$ cat config.mk
export PLATFORM = sky130hd
export DESIGN_NAME = ps2_kbd
export DESIGN_NICKNAME = d
export VERILOG_FILES = /design/src/rtl/ps2_kbd_pkg.sv /design/src/rtl/kbd_fifo.sv /design/src/rtl/ps2_kbd.sv
export SDC_FILE = /design/constraint.sdc
export NUM_CORES = 1
export LEC_CHECK = 0
export ABC_CLOCK_PERIOD_IN_PS = 3500
export CORE_MARGIN = 2
export CORE_UTILIZATION = 45
export DETAILED_ROUTE_END_ITERATION = 16
export GPL_TIMING_DRIVEN = 0
export REMOVE_ABC_BUFFERS = 1
export SYNTH_ARGS = -nofsm -noshare
export SYNTH_HDL_FRONTEND = slang
export SYNTH_HIERARCHICAL = 1
export SYNTH_SLANG_ARGS = --single-unit
$ cat constraint.sdc
create_clock -name clk -period 3.5 [get_ports clk]
set_input_delay 0.35 -clock clk [delete_from_list [all_inputs] [get_ports clk]]
set_output_delay 0.35 -clock clk [all_outputs]
set_load 0.01 [all_outputs]
$ cat src/rtl/ps2_kbd_pkg.sv
// Shared definitions for the PS/2 keyboard receiver: frame FSM states,
// scan-code constants and the number of data bits per frame.
package ps2_kbd_pkg;

  typedef enum logic [1:0] {
    ST_IDLE   = 2'd0,
    ST_DATA   = 2'd1,
    ST_PARITY = 2'd2,
    ST_STOP   = 2'd3
  } kbd_state_e;

  localparam logic [7:0] KBD_BREAK      = 8'hF0;
  localparam logic [7:0] KBD_EXT        = 8'hE0;
  localparam int         KBD_FRAME_BITS = 8;

endpackage

$ cat src/rtl/kbd_fifo.sv
// Scan-code FIFO: circular buffer with combinational head read and a sticky
// overflow flag. A push while full is accepted only if a pop happens that cycle.
module kbd_fifo #(
  parameter int DEPTH_LOG2 = 3
) (
  input  logic       clk,
  input  logic       rst,
  input  logic       push_i,
  input  logic [7:0] push_data_i,
  input  logic       pop_req_i,
  output logic       ready_o,
  output logic [7:0] data_o,
  output logic       overflow_o
);

  localparam int DEPTH = 1 << DEPTH_LOG2;
  localparam logic [DEPTH_LOG2:0] FULL_CNT = (DEPTH_LOG2 + 1)'(DEPTH);

  logic [7:0]            mem_q [DEPTH];
  logic [DEPTH_LOG2-1:0] wr_ptr_q, wr_ptr_d;
  logic [DEPTH_LOG2-1:0] rd_ptr_q, rd_ptr_d;
  logic [DEPTH_LOG2:0]   count_q, count_d;
  logic                  overflow_q, overflow_d;
  logic                  pop, wr_en, full;

  assign full  = (count_q == FULL_CNT);
  assign pop   = pop_req_i && (count_q != '0);
  assign wr_en = push_i && (!full || pop);

  always_comb begin
    wr_ptr_d   = wr_ptr_q;
    rd_ptr_d   = rd_ptr_q;
    count_d    = count_q;
    overflow_d = overflow_q;
    if (wr_en) wr_ptr_d = wr_ptr_q + 1'b1;
    if (pop)   rd_ptr_d = rd_ptr_q + 1'b1;
    if (wr_en && !pop)      count_d = count_q + 1'b1;
    else if (!wr_en && pop) count_d = count_q - 1'b1;
    if (push_i && !wr_en) overflow_d = 1'b1;
  end

  always_ff @(posedge clk or posedge rst) begin
    if (rst) begin
      wr_ptr_q   <= '0;
      rd_ptr_q   <= '0;
      count_q    <= '0;
      overflow_q <= 1'b0;
    end else begin
      wr_ptr_q   <= wr_ptr_d;
      rd_ptr_q   <= rd_ptr_d;
      count_q    <= count_d;
      overflow_q <= overflow_d;
    end
  end

  // Storage has no reset so it can map onto distributed/block RAM.
  always_ff @(posedge clk) begin
    if (wr_en) mem_q[wr_ptr_q] <= push_data_i;
  end

  assign ready_o    = (count_q != '0);
  assign data_o     = ready_o ? mem_q[rd_ptr_q] : 8'h00;
  assign overflow_o = overflow_q;

endmodule

$ cat src/rtl/ps2_kbd.sv
// PS/2 keyboard receiver: synchronizers, 11-bit frame FSM, abort timeout and
// scan-code FIFO. Define KBD_BREAK_FILTER_EN to drop break codes (F0 + next byte).
module ps2_kbd
  import ps2_kbd_pkg::*;
#(
  parameter int DEPTH_LOG2 = 3,
  parameter int TIMEOUT    = 200000
) (
  input  logic       clk,
  input  logic       rst,
  input  logic       ps2_clk,
  input  logic       ps2_data,
  input  logic       kbd_read,
  output logic       kbd_ready,
  output logic [7:0] kbd_data,
  output logic       overflow,
  output logic       frame_err
);

  localparam int TW = $clog2(TIMEOUT + 1);
  localparam int BW = $clog2(KBD_FRAME_BITS);

  logic          clk_meta_q, clk_s_q, prev_q, data_meta_q, data_s_q;
  logic          fall;
  kbd_state_e    state_q, state_d;
  logic [7:0]    shift_q, shift_d;
  logic [BW-1:0] bit_cnt_q, bit_cnt_d;
  logic          parity_q, parity_d;
  logic [TW-1:0] to_cnt_q, to_cnt_d;
  logic          push_q, push_d;
  logic          err_q, err_d;
  logic          frame_ok;
`ifdef KBD_BREAK_FILTER_EN
  logic          skip_q, skip_d;
`endif

  assign fall     = prev_q & ~clk_s_q;
  assign frame_ok = data_s_q & (^{shift_q, parity_q});

  always_ff @(posedge clk or posedge rst) begin
    if (rst) begin
      clk_meta_q  <= 1'b1;
      clk_s_q     <= 1'b1;
      prev_q      <= 1'b1;
      data_meta_q <= 1'b1;
      data_s_q    <= 1'b1;
      state_q     <= ST_IDLE;
      shift_q     <= '0;
      bit_cnt_q   <= '0;
      parity_q    <= 1'b0;
      to_cnt_q    <= '0;
      push_q      <= 1'b0;
      err_q       <= 1'b0;
`ifdef KBD_BREAK_FILTER_EN
      skip_q      <= 1'b0;
`endif
    end else begin
      clk_meta_q  <= ps2_clk;
      clk_s_q     <= clk_meta_q;
      prev_q      <= clk_s_q;
      data_meta_q <= ps2_data;
      data_s_q    <= data_meta_q;
      state_q     <= state_d;
      shift_q     <= shift_d;
      bit_cnt_q   <= bit_cnt_d;
      parity_q    <= parity_d;
      to_cnt_q    <= to_cnt_d;
      push_q      <= push_d;
      err_q       <= err_d;
`ifdef KBD_BREAK_FILTER_EN
      skip_q      <= skip_d;
`endif
    end
  end

  always_comb begin
    state_d   = state_q;
    shift_d   = shift_q;
    bit_cnt_d = bit_cnt_q;
    parity_d  = parity_q;
    push_d    = 1'b0;
    err_d     = 1'b0;
    to_cnt_d  = (state_q == ST_IDLE || fall) ? '0 : to_cnt_q + TW'(1);
`ifdef KBD_BREAK_FILTER_EN
    skip_d    = skip_q;
`endif
    // A stalled partial frame is dropped silently, without frame_err.
    if (state_q != ST_IDLE && !fall && to_cnt_q == TW'(TIMEOUT)) begin
      state_d = ST_IDLE;
`ifdef KBD_BREAK_FILTER_EN
      skip_d  = 1'b0;
`endif
    end else if (fall) begin
      unique case (state_q)
        ST_IDLE: begin
          if (!data_s_q) begin
            shift_d   = '0;
            bit_cnt_d = '0;
            state_d   = ST_DATA;
          end
        end
        ST_DATA: begin
          shift_d   = {data_s_q, shift_q[7:1]};
          bit_cnt_d = bit_cnt_q + BW'(1);
          if (bit_cnt_q == BW'(KBD_FRAME_BITS - 1)) state_d = ST_PARITY;
        end
        ST_PARITY: begin
          parity_d = data_s_q;
          state_d  = ST_STOP;
        end
        ST_STOP: begin
          state_d = ST_IDLE;
          if (!frame_ok) begin
            err_d = 1'b1;
          end else begin
`ifdef KBD_BREAK_FILTER_EN
            if (shift_q == KBD_BREAK) skip_d = 1'b1;
            else if (skip_q)          skip_d = 1'b0;
            else                      push_d = 1'b1;
`else
            push_d = 1'b1;
`endif
          end
        end
        default: state_d = ST_IDLE;
      endcase
    end
  end

  kbd_fifo #(
    .DEPTH_LOG2(DEPTH_LOG2)
  ) u_fifo (
    .clk        (clk),
    .rst        (rst),
    .push_i     (push_q),
    .push_data_i(shift_q),
    .pop_req_i  (kbd_read),
    .ready_o    (kbd_ready),
    .data_o     (kbd_data),
    .overflow_o (overflow)
  );

  assign frame_err = err_q;

endmodule
==> results.txt <==
DRC: 0
Initial Utilization: 45.9%
Final Skew: 0.00653 ns
clock latency on the worst-skew pair: 0.51 ns
pin count of the biggest net entering global routing: 40
Clock Path Buffers: 2
max incr delay on CP: 0.72 ns
share of cells above drive strength 1: 19.5%
Max Cap Viol: 0
cell row count: 38
RSZ-0062 raised after global routing: no
Die Wd: 109 um
Mean Syn Cell Area: 14.8 sq um
synth top area cells: edfxtp_1 (39%), dfrtp_1 (23%), mux4_2 (7.3%), ha_1 (3.5%), a22o_1 (3.2%)
final core utilization: 53.9%
Buf/Inv on CP: 1
unique cell type count in the Yosys netlist: 45
Post-synth EDFFs: 64
Req. time, crit path: 3.15 ns
post-CTS setup buffer count: 0
Critical Path, Cell by Cell: or4_1 > nor2b_1 > a22o_1 > clkdlybuf4s50_1
worst hold path class: input pin to async pin
VDD IR-drop max: 377 uV
Peak Freq: 327 MHz
Storage cell area: 0.00318 sq mm
Total Wirelength: 8870 um
Worst-path clk slew: 0.06 ns
CTS resizes: 0
Area growth syn-to-layout: 17.4%
Mapped Cells: 336
TritonCTS Buffers: 17
Switch Pwr: 1.30 mW
worst slew pin tran: 0.982 ns
routed vias: 2719
Starting DRT DRC Count: 131
Synth Register Bits: 114
dpl hpwl: 5500 um
Antenna Violating Nets Remaining: 0
worst hold slack: 0.187 ns
crit path kind: register to output pin
Seq/Total Area, Yosys: 64.2%
top cells by count, synth: edfxtp_1 (64), dfrtp_1 (45), nor2_1 (21)
drt first pass iters: 6
Seq pwr share: 41.0%
grt ovf: 0
CORE AREA: 0.0108 sq mm
outcome: complete, no violations
WP data arrival: 2.71 ns
Yosys top cell by area: edfxtp_1
global-route wire length before repair: 14400 um
final hold vios: 0
Final setup violation count: 0
antenna violations before repair: 0
IO Port Bufs: 15
leakage power: 2.24 nW
grt peak-use layer: met2
Final Critical Period: 3.06 ns
GR Util met1: 21.5%
Ys Warns: 6
Post-CTS Hold Buffers: 0
clk root buf: clkbuf_8
multi-input logic area: 0.00168 sq mm
R2R Setup Slk: 0.56 ns
Slew Limit Headroom: 34.3%
combinational power share: 22.6%
Sink Count: 114
mapped cell area: 0.00496 sq mm
final setup TNS: 0 ns
Critical Path Fanout Max: 8
Layout Nets: 377
CTS tree: yes
# IOs: 16
cell family with most CP delay: simple AND/OR/NAND/NOR gates
Final period util: 87.4%
CP max-delay cell: nor2b_1
vias in the first global route: 2802
Primary FF master, synth: edfxtp_1
most frequent cell after synthesis: edfxtp_1
fin. max-slew vios: 0
area share of the largest cell type after synthesis: 38.8%
startpoint types: register
Sw Share: 28.9%
post-placement setup slack: 0.462 ns
grt met3 use: 4.72%
drt via density: 5.33
H-tree depth: 4
gpl congestion: 0.730
met2 Track Usage GR: 26.8%
critical path endpoint category: output pin
ys async rst share: 43.9%
Pint: 3.20 mW
filler cell count: 864
post-route setup slack: 0.441 ns
die area: 0.0119 sq mm
clock power share: 36.4%
n_diodes: 0
Avg WL per Cell: 17.4 um
pwr/cell area: 773 mW/mm^2
height of the die: 109 um
GRT Util Overall: 16.8%
==> power groups by stage <==
| stage | clock (mW) | combinational [mW] | sequential (mW) |
|---|---|---|---|
| floorplan | 0 | 0.734 | 1.78 |
| global placement | 0 | 1.01 | 1.86 |
| detailed placement | 0 | 1.03 | 1.87 |
| CTS | 1.68 | 1.03 | 1.84 |
| global route | 1.73 | 1.12 | 1.88 |
| finish | 1.64 | 1.02 | 1.84 |
==> routing by layer <==
layer  part of all wire [%]  vias to the layer above  wire length, um
met3                    2.8                        9              250
met4                    1.1                        0               96
met5                      0                        -                0
met2                     50                       36             4410
li1                       -                     1314                -
met1                     46                     1360             4120
==> sequential cells by signal, indices dropped and copies added, names as in the netlist, 2 cells and up <==
register / cells
u_fifo/mem_q: 64
to_cnt_q: 18
shift_q: 8
u_fifo/count_q: 4
bit_cnt_q: 3
u_fifo/rd_ptr_q: 3
u_fifo/wr_ptr_q: 3
state_q: 2
==> final cells by class <==
cell class	count	share of cell area (%)
clock buffers	17	7.12
clock inverters	15	2.75
inverters	14	0.903
multi-input cells	194	28.9
flip-flops and latches	114	54.7
well taps	140	3.01
repair buffers	16	2.71
==> through the flow <==
| step | instances | power (mW) | instance area, sq um |
|---|---|---|---|
| 2_1_floorplan | 322 | 2.52 | 4880 |
| 3_3_place_gp | 477 | 2.87 | 5210 |
| 3_5_place_dp | 478 | 2.90 | 5230 |
| 4_1_cts | 510 | 4.56 | 5810 |
| 5_1_grt | 510 | 4.73 | 5820 |
| 6_report | 510 | 4.50 | 5820 |
==> kinds of logic (layout without fill, tap and decap cells) <==
family | after synthesis | after routing | share of synthesized area [%]
flip-flops | 114 | 114 | 64.2
multiplexers | 23 | 23 | 8.79
XOR/XNOR | 22 | 22 | 4.44
AND/OR/NAND/NOR | 93 | 93 | 10.1
adder cells (fa/ha/maj) | 15 | 15 | 3.94
buffers and inverters | 28 | 62 | 2.50
AO/OA/AOI/OAI | 41 | 41 | 6.03
==> path summary, 6_finish.rpt <==
path / cells past startpoint / endpoint / from
worst max-delay path: 4 / kbd_data[6] / u_fifo/count_q[0]
worst min-delay path: 2 / u_fifo/wr_ptr_q[0] / rst
worst max register to register: 9 / u_fifo/count_q[3] / u_fifo/count_q[0]
worst min register to register: 0 / clk_s_q / clk_meta_q
max in group asynchronous: 2 / shift_q[7] / rst
min in group clk: 1 / clk_meta_q / ps2_clk
==> layout by cell type, fill, tap and decap left out, drive strengths merged, types with 12 or more instances in the layout <==
master	count
edfxtp	64
dfrtp	45
nor2	21
a22o	18
clkbuf	17
nand2	16
mux4	16
inv	16
clkdlybuf4s50	15
ha	14
xnor2	12
Note: power is estimated with default switching activity, not from simulation.
==> RTL change 1 (config.mk and constraints unchanged) <==
Encoding of `kbd_state_e`: now one-hot (4 bits for 4 states).
--- a/src/rtl/ps2_kbd_pkg.sv
+++ b/src/rtl/ps2_kbd_pkg.sv
@@ -3,9 +3,9 @@
 package ps2_kbd_pkg;
 
-  typedef enum logic [1:0] {
-    ST_IDLE   = 2'd0,
-    ST_DATA   = 2'd1,
-    ST_PARITY = 2'd2,
-    ST_STOP   = 2'd3
+  typedef enum logic [3:0] {
+    ST_IDLE   = 4'b0001,
+    ST_DATA   = 4'b0010,
+    ST_PARITY = 4'b0100,
+    ST_STOP   = 4'b1000
   } kbd_state_e;
 
Check against the original RTL: same outputs for any inputs over 10 cycles, from zero or initial values and one cycle with rst high; not proved beyond that.
==> RTL change 1 against the original RTL <==
Area after synthesis grew 1.4%. Setup slack gained 88 ps. Worst hold slack gained 8.8 ps. Wire length shrank 0.48%. Global-route usage shrank 0.61 points. Count of clock-buffer cells in the layout grew 3. Design area grew 0.21%. Critical path depth is the same. Maximum frequency grew 3.0%. Sequential cell count grew 2. Critical path type unchanged.
Power is not compared: it rests on default switching activity, and its combinational part moved more than twofold at a synthesized area within 25%.
==> RTL change 1: results (changes against the original RTL) <==
** Placed design
- Area after DPL :: 5320 um2 (+1.6%)

** Worst setup path
- The delay of the slowest critical-path stage came to 630 ps (-90 ps).
- Internal reg-to-reg setup slack :: 580 ps (+20 ps)
- On the critical path, the stage with the largest delay is an instance of sky130_fd_sc_hd__or4_1.

** Yosys
- Fraction of registers with async set or reset after synthesis :: 44.8% (+0.97 points)
- Top area cells in the synthesized netlist :: sky130_fd_sc_hd__edfxtp_1 38%, sky130_fd_sc_hd__dfrtp_1 23%, sky130_fd_sc_hd__mux4_2 7.2%
- The post-synthesis sequential area ratio was 64.3% (+0.16 points).
- List of most frequent post-synthesis cells :: 64 x sky130_fd_sc_hd__edfxtp_1, 46 x sky130_fd_sc_hd__dfrtp_1, 21 x sky130_fd_sc_hd__nor2_1
- Adder and majority gate portion of the synthesized area :: 2.64% (-1.3 points)
- The instance count of the mapped netlist is 334 (-0.60%).
- The xor/xnor cell area share of the yosys netlist was 4.73% (+0.29 points).
- The post-synthesis mux area share was 8.47% (-0.32 points).
- Number of distinct standard cells referenced by the synthesized netlist :: 53 (+18%)

** Finish
- Buffers excl. clock :: 17 (+1)
- Final clock-cell share :: 8.80% (-1.1 points)
- The share of the final layout cell area in sequential cells is 55.4% (+0.76 points).
- The proportion of cell area occupied by multi-input gates is 29.2% (+0.32 points).
- Net count reported at finish :: 372 (-1.3%)
- Fraction of cell area in non-clock buffers :: 2.90% (+0.19 points)
- Number of signal-net inverters in the final layout :: 11 (-3)

** Run status
- Result of the run :: complete, no violations

** Timing
- Normalized max-slew margin :: 8.62% (-26 points)
- Worst clock skew on the final layout :: 7.95 ps (+1.42 ps)
- The minimum hold slack is 196 ps (+8.80 ps).

** Route
- Vias per cell :: 5.49 (+3.0%)
- The violation count after the first detailed-route iteration was 192 (+47%).
- The first-pass iteration count of the detailed router is 4 (-2).

** GRT
- Via count of the first global-routing pass :: 2803 (+0.036%)
- First-pass GRT wire length :: 14200 um (-1.2%)
- Maximum number of pins on one net before global-route repair :: 42 (+5.0%)

** Clock network
- The sink count of the clock tree came to 116 (+1.8%).
RTL change 1: cell count changes after synthesis, sizes merged, moves of 3 or more:
cell,unedited run,this run
and3,3,0
ha,14,9
inv,14,11
nand2,16,13
nor4,3,6
nor4b,0,4
xnor2,12,17
xor2,8,5
RTL change 1: routing by layer:
layer	vias up	track usage, %	routed length (um)
met3	14	5.04	280
met5	-	0	0
met4	0	5.70	116
met2	43	25.3	4230
met1	1413	21.5	4210
li1	1320	-	-
RTL change 1: worst max-delay path by stage:
stage,startpoint,endpoint,slack (ps),depth (start not counted)
6_report,u_fifo/count_q[0],kbd_data[6],530,4
5_1_grt,u_fifo/rd_ptr_q[0],kbd_data[7],390,3
4_1_cts,u_fifo/rd_ptr_q[0],kbd_data[4],80,3
3_5_place_dp,kbd_read,u_fifo/count_q[3],530,10
3_3_place_gp,kbd_read,u_fifo/mem_q[0][5],450,4
2_1_floorplan,u_fifo/count_q[0],u_fifo/count_q[3],840,8
==> RTL change 2 (same settings) <==
Without the edit above. Build with the macro `KBD_BREAK_FILTER_EN` defined.
--- a/src/rtl/ps2_kbd.sv
+++ b/src/rtl/ps2_kbd.sv
@@ -1,4 +1,6 @@
 // PS/2 keyboard receiver: synchronizers, 11-bit frame FSM, abort timeout and
 // scan-code FIFO. Define KBD_BREAK_FILTER_EN to drop break codes (F0 + next byte).
+`define KBD_BREAK_FILTER_EN
+
 module ps2_kbd
   import ps2_kbd_pkg::*;
Formal check against the unedited RTL: no difference found for any inputs over 10 cycles, from zero or initial values and one cycle with rst high; that may be too few to reach the edited logic, so the function may still have changed.
==> RTL change 2 against the original RTL <==
Non-clock buffer count stayed put. Maximum frequency is 4.6% lower. Sequential cell count is 1 higher. Design area is 2.9% higher. Setup slack worse by 150 ps. Power is 8.9% higher. Area after synthesis is 2.4% higher. Wire length is 4.5% higher. Critical path type unchanged.
==> RTL change 2: results (changes against the original RTL) <==
** Worst setup path
- Largest stage delay, worst path :: 1100 ps (+380 ps)
- The data arrival time of the critical path came to 2860 ps (+150 ps).
- On the critical path, the stage with the largest delay is an instance of sky130_fd_sc_hd__dfrtp_1.
- Largest fanout of any net on the critical path :: 18 (+10)
- Family with the most delay on the worst path :: flip-flops

** Run status
- The flow ran to the end, and the final reports show no timing, DRC or antenna violations.

** Yosys
- Fraction of registers with async set or reset after synthesis :: 44.3% (+0.49 points)
- The number of distinct library cells after synthesis is 49 (+8.9%).
- Top area cells in the synthesized netlist :: sky130_fd_sc_hd__edfxtp_1 38%, sky130_fd_sc_hd__dfrtp_1 23%, sky130_fd_sc_hd__mux4_2 7.1%
- Number of enable-type register cells in the synthesized netlist :: 64 (unchanged)
- The post-synthesis sequential area ratio came to 63.2% (-0.99 points).
- List of most frequent post-synthesis cells :: 64 x sky130_fd_sc_hd__edfxtp_1, 46 x sky130_fd_sc_hd__dfrtp_1, 19 x sky130_fd_sc_hd__nor2_1
- Synthesized area per cell :: 14.7 um2 (about the same)

** Route
- The first-pass iteration count of the detailed router was 4 (-2).
- The violation count after the first detailed-route iteration came to 209 (+60%).
- Routed wire length :: 9270 um (+4.5%)
- Routed wl met3 :: 302 um (+21%)
- Count of vias placed by the detailed router :: 2965 (+9.0%)
- The detailed route wirelength on metal2 was 4630 um (+5.0%).
- The post-route met1 wirelength is 4250 um (+3.3%).

** Clock network
- Post-CTS resize count :: 0 (unchanged)
- The post-CTS setup buffer count is 0 (unchanged).
- Clock insertion delay at the later pin of the skew report :: 400 ps (-110 ps)
- Clock-pin slew was measured on the worst setup and hold paths at 50 ps.
- The total number of H-tree levels was 4 (unchanged).
- Clock Tree Buf Depth :: 2 (unchanged)
- Clock Root Buffer :: sky130_fd_sc_hd__clkbuf_16

** Pwr
- Leakage Power :: 0.00226 uW (+0.97%)
- Power density cells :: 818 nW/um2 (+5.9%)
- Worst VDD drop :: 0.000416 V (+10%)
- The fraction of power spent switching nets came to 28.3% (-0.58 points).

** GRT
- The via count of the first global-routing pass came to 2880 (+2.8%).
- Met1 Use GR :: 22.5% (+0.93 points)
- The fraction of met2 tracks used by global routing came to 27.4% (+0.59 points).
- Maximum number of pins on one net before global-route repair :: 41 (+2.5%)
- First-pass GRT wire length :: 15100 um (+4.8%)
- The global-route total usage across every layer is 17.1% (+0.35 points).
- The global-route track usage on met3 is 4.76% (+0.040 points).

** Placed design
- The number of placed instances with taps included came to 485 (+1.5%).
- The final weighted congestion in routability-driven placement is 0.793 (+8.6%).
- HPWL after DPL :: 5830 um (+6.1%)
- Pre-CTS worst setup slack :: 486 ps (+23.7 ps)
- The number of port buffers came to 15 (unchanged).
- The total cell area at the placement stage came to 5340 um2 (+2.0%).

** Finish
- The net total in the final layout came to 384 (+1.9%).
- Fin cells :: 517 (+1.4%)
- The fraction of layout cells with a size suffix above 1 was 18.3% (-1.2 points).

** Timing
- Normalized max-slew margin :: 11.0% (-23 points)
- The worst clock skew on the final layout is 5.32 ps (-1.21 ps).

** Min path
- Path type of the worst min-delay path :: in -> async
-- RTL change 2: cell types whose count changed in the layout (fill, tap and decap cells not counted), sizes merged, moves of 3 or more --
cell | before | now
o31ai | 0 | 5
or4 | 4 | 8
nand2 | 16 | 13
clkbuf | 17 | 20
clkinv | 10 | 4
o21ai | 8 | 5
inv | 16 | 12
-- RTL change 2: cell families (layout without fill, tap and decap cells) --
kind of cell / count (synthesis) / in the layout / share of synthesized area (%)
AO/OA/AOI/OAI: 48 / 48 / 7.10
XOR/XNOR: 22 / 22 / 4.36
adder cells (fa/ha/maj): 15 / 15 / 3.85
buffers and inverters: 26 / 59 / 2.34
flip-flops: 115 / 115 / 63.2
multiplexers: 24 / 24 / 8.80
AND/OR/NAND/NOR: 94 / 94 / 10.4
-- RTL change 2: worst paths after layout --
kind	start	end	slack [ps]	cells past startpoint
min in group clk	ps2_clk	clk_meta_q	350	1
hold / removal	rst	u_fifo/count_q[2]	300	2
setup reg to reg	u_fifo/count_q[0]	u_fifo/count_q[3]	500	9
hold reg to reg	clk_meta_q	clk_s_q	350	0
setup / recovery	u_fifo/rd_ptr_q[0]	kbd_data[2]	290	3
max in group asynchronous	rst	bit_cnt_q[0]	2510	2
-- RTL change 2: area by class of cell --
type	instances	area, um2
inverter	11	41.3
multi-input combinational	203	1770
tap	140	175
timing repair buffer	16	158
clock inverter	12	179
clock buffer	20	458
sequential	115	3200
fill	900	4950
-- RTL change 2: power groups by stage --
stage,clock network (uW),registers (uW),logic [uW]
2_1_floorplan,0,1830,826
3_3_place_gp,0,1920,1130
3_5_place_dp,0,1930,1160
4_1_cts,1870,1910,1170
5_1_grt,1940,1950,1280
6_report,1840,1910,1150
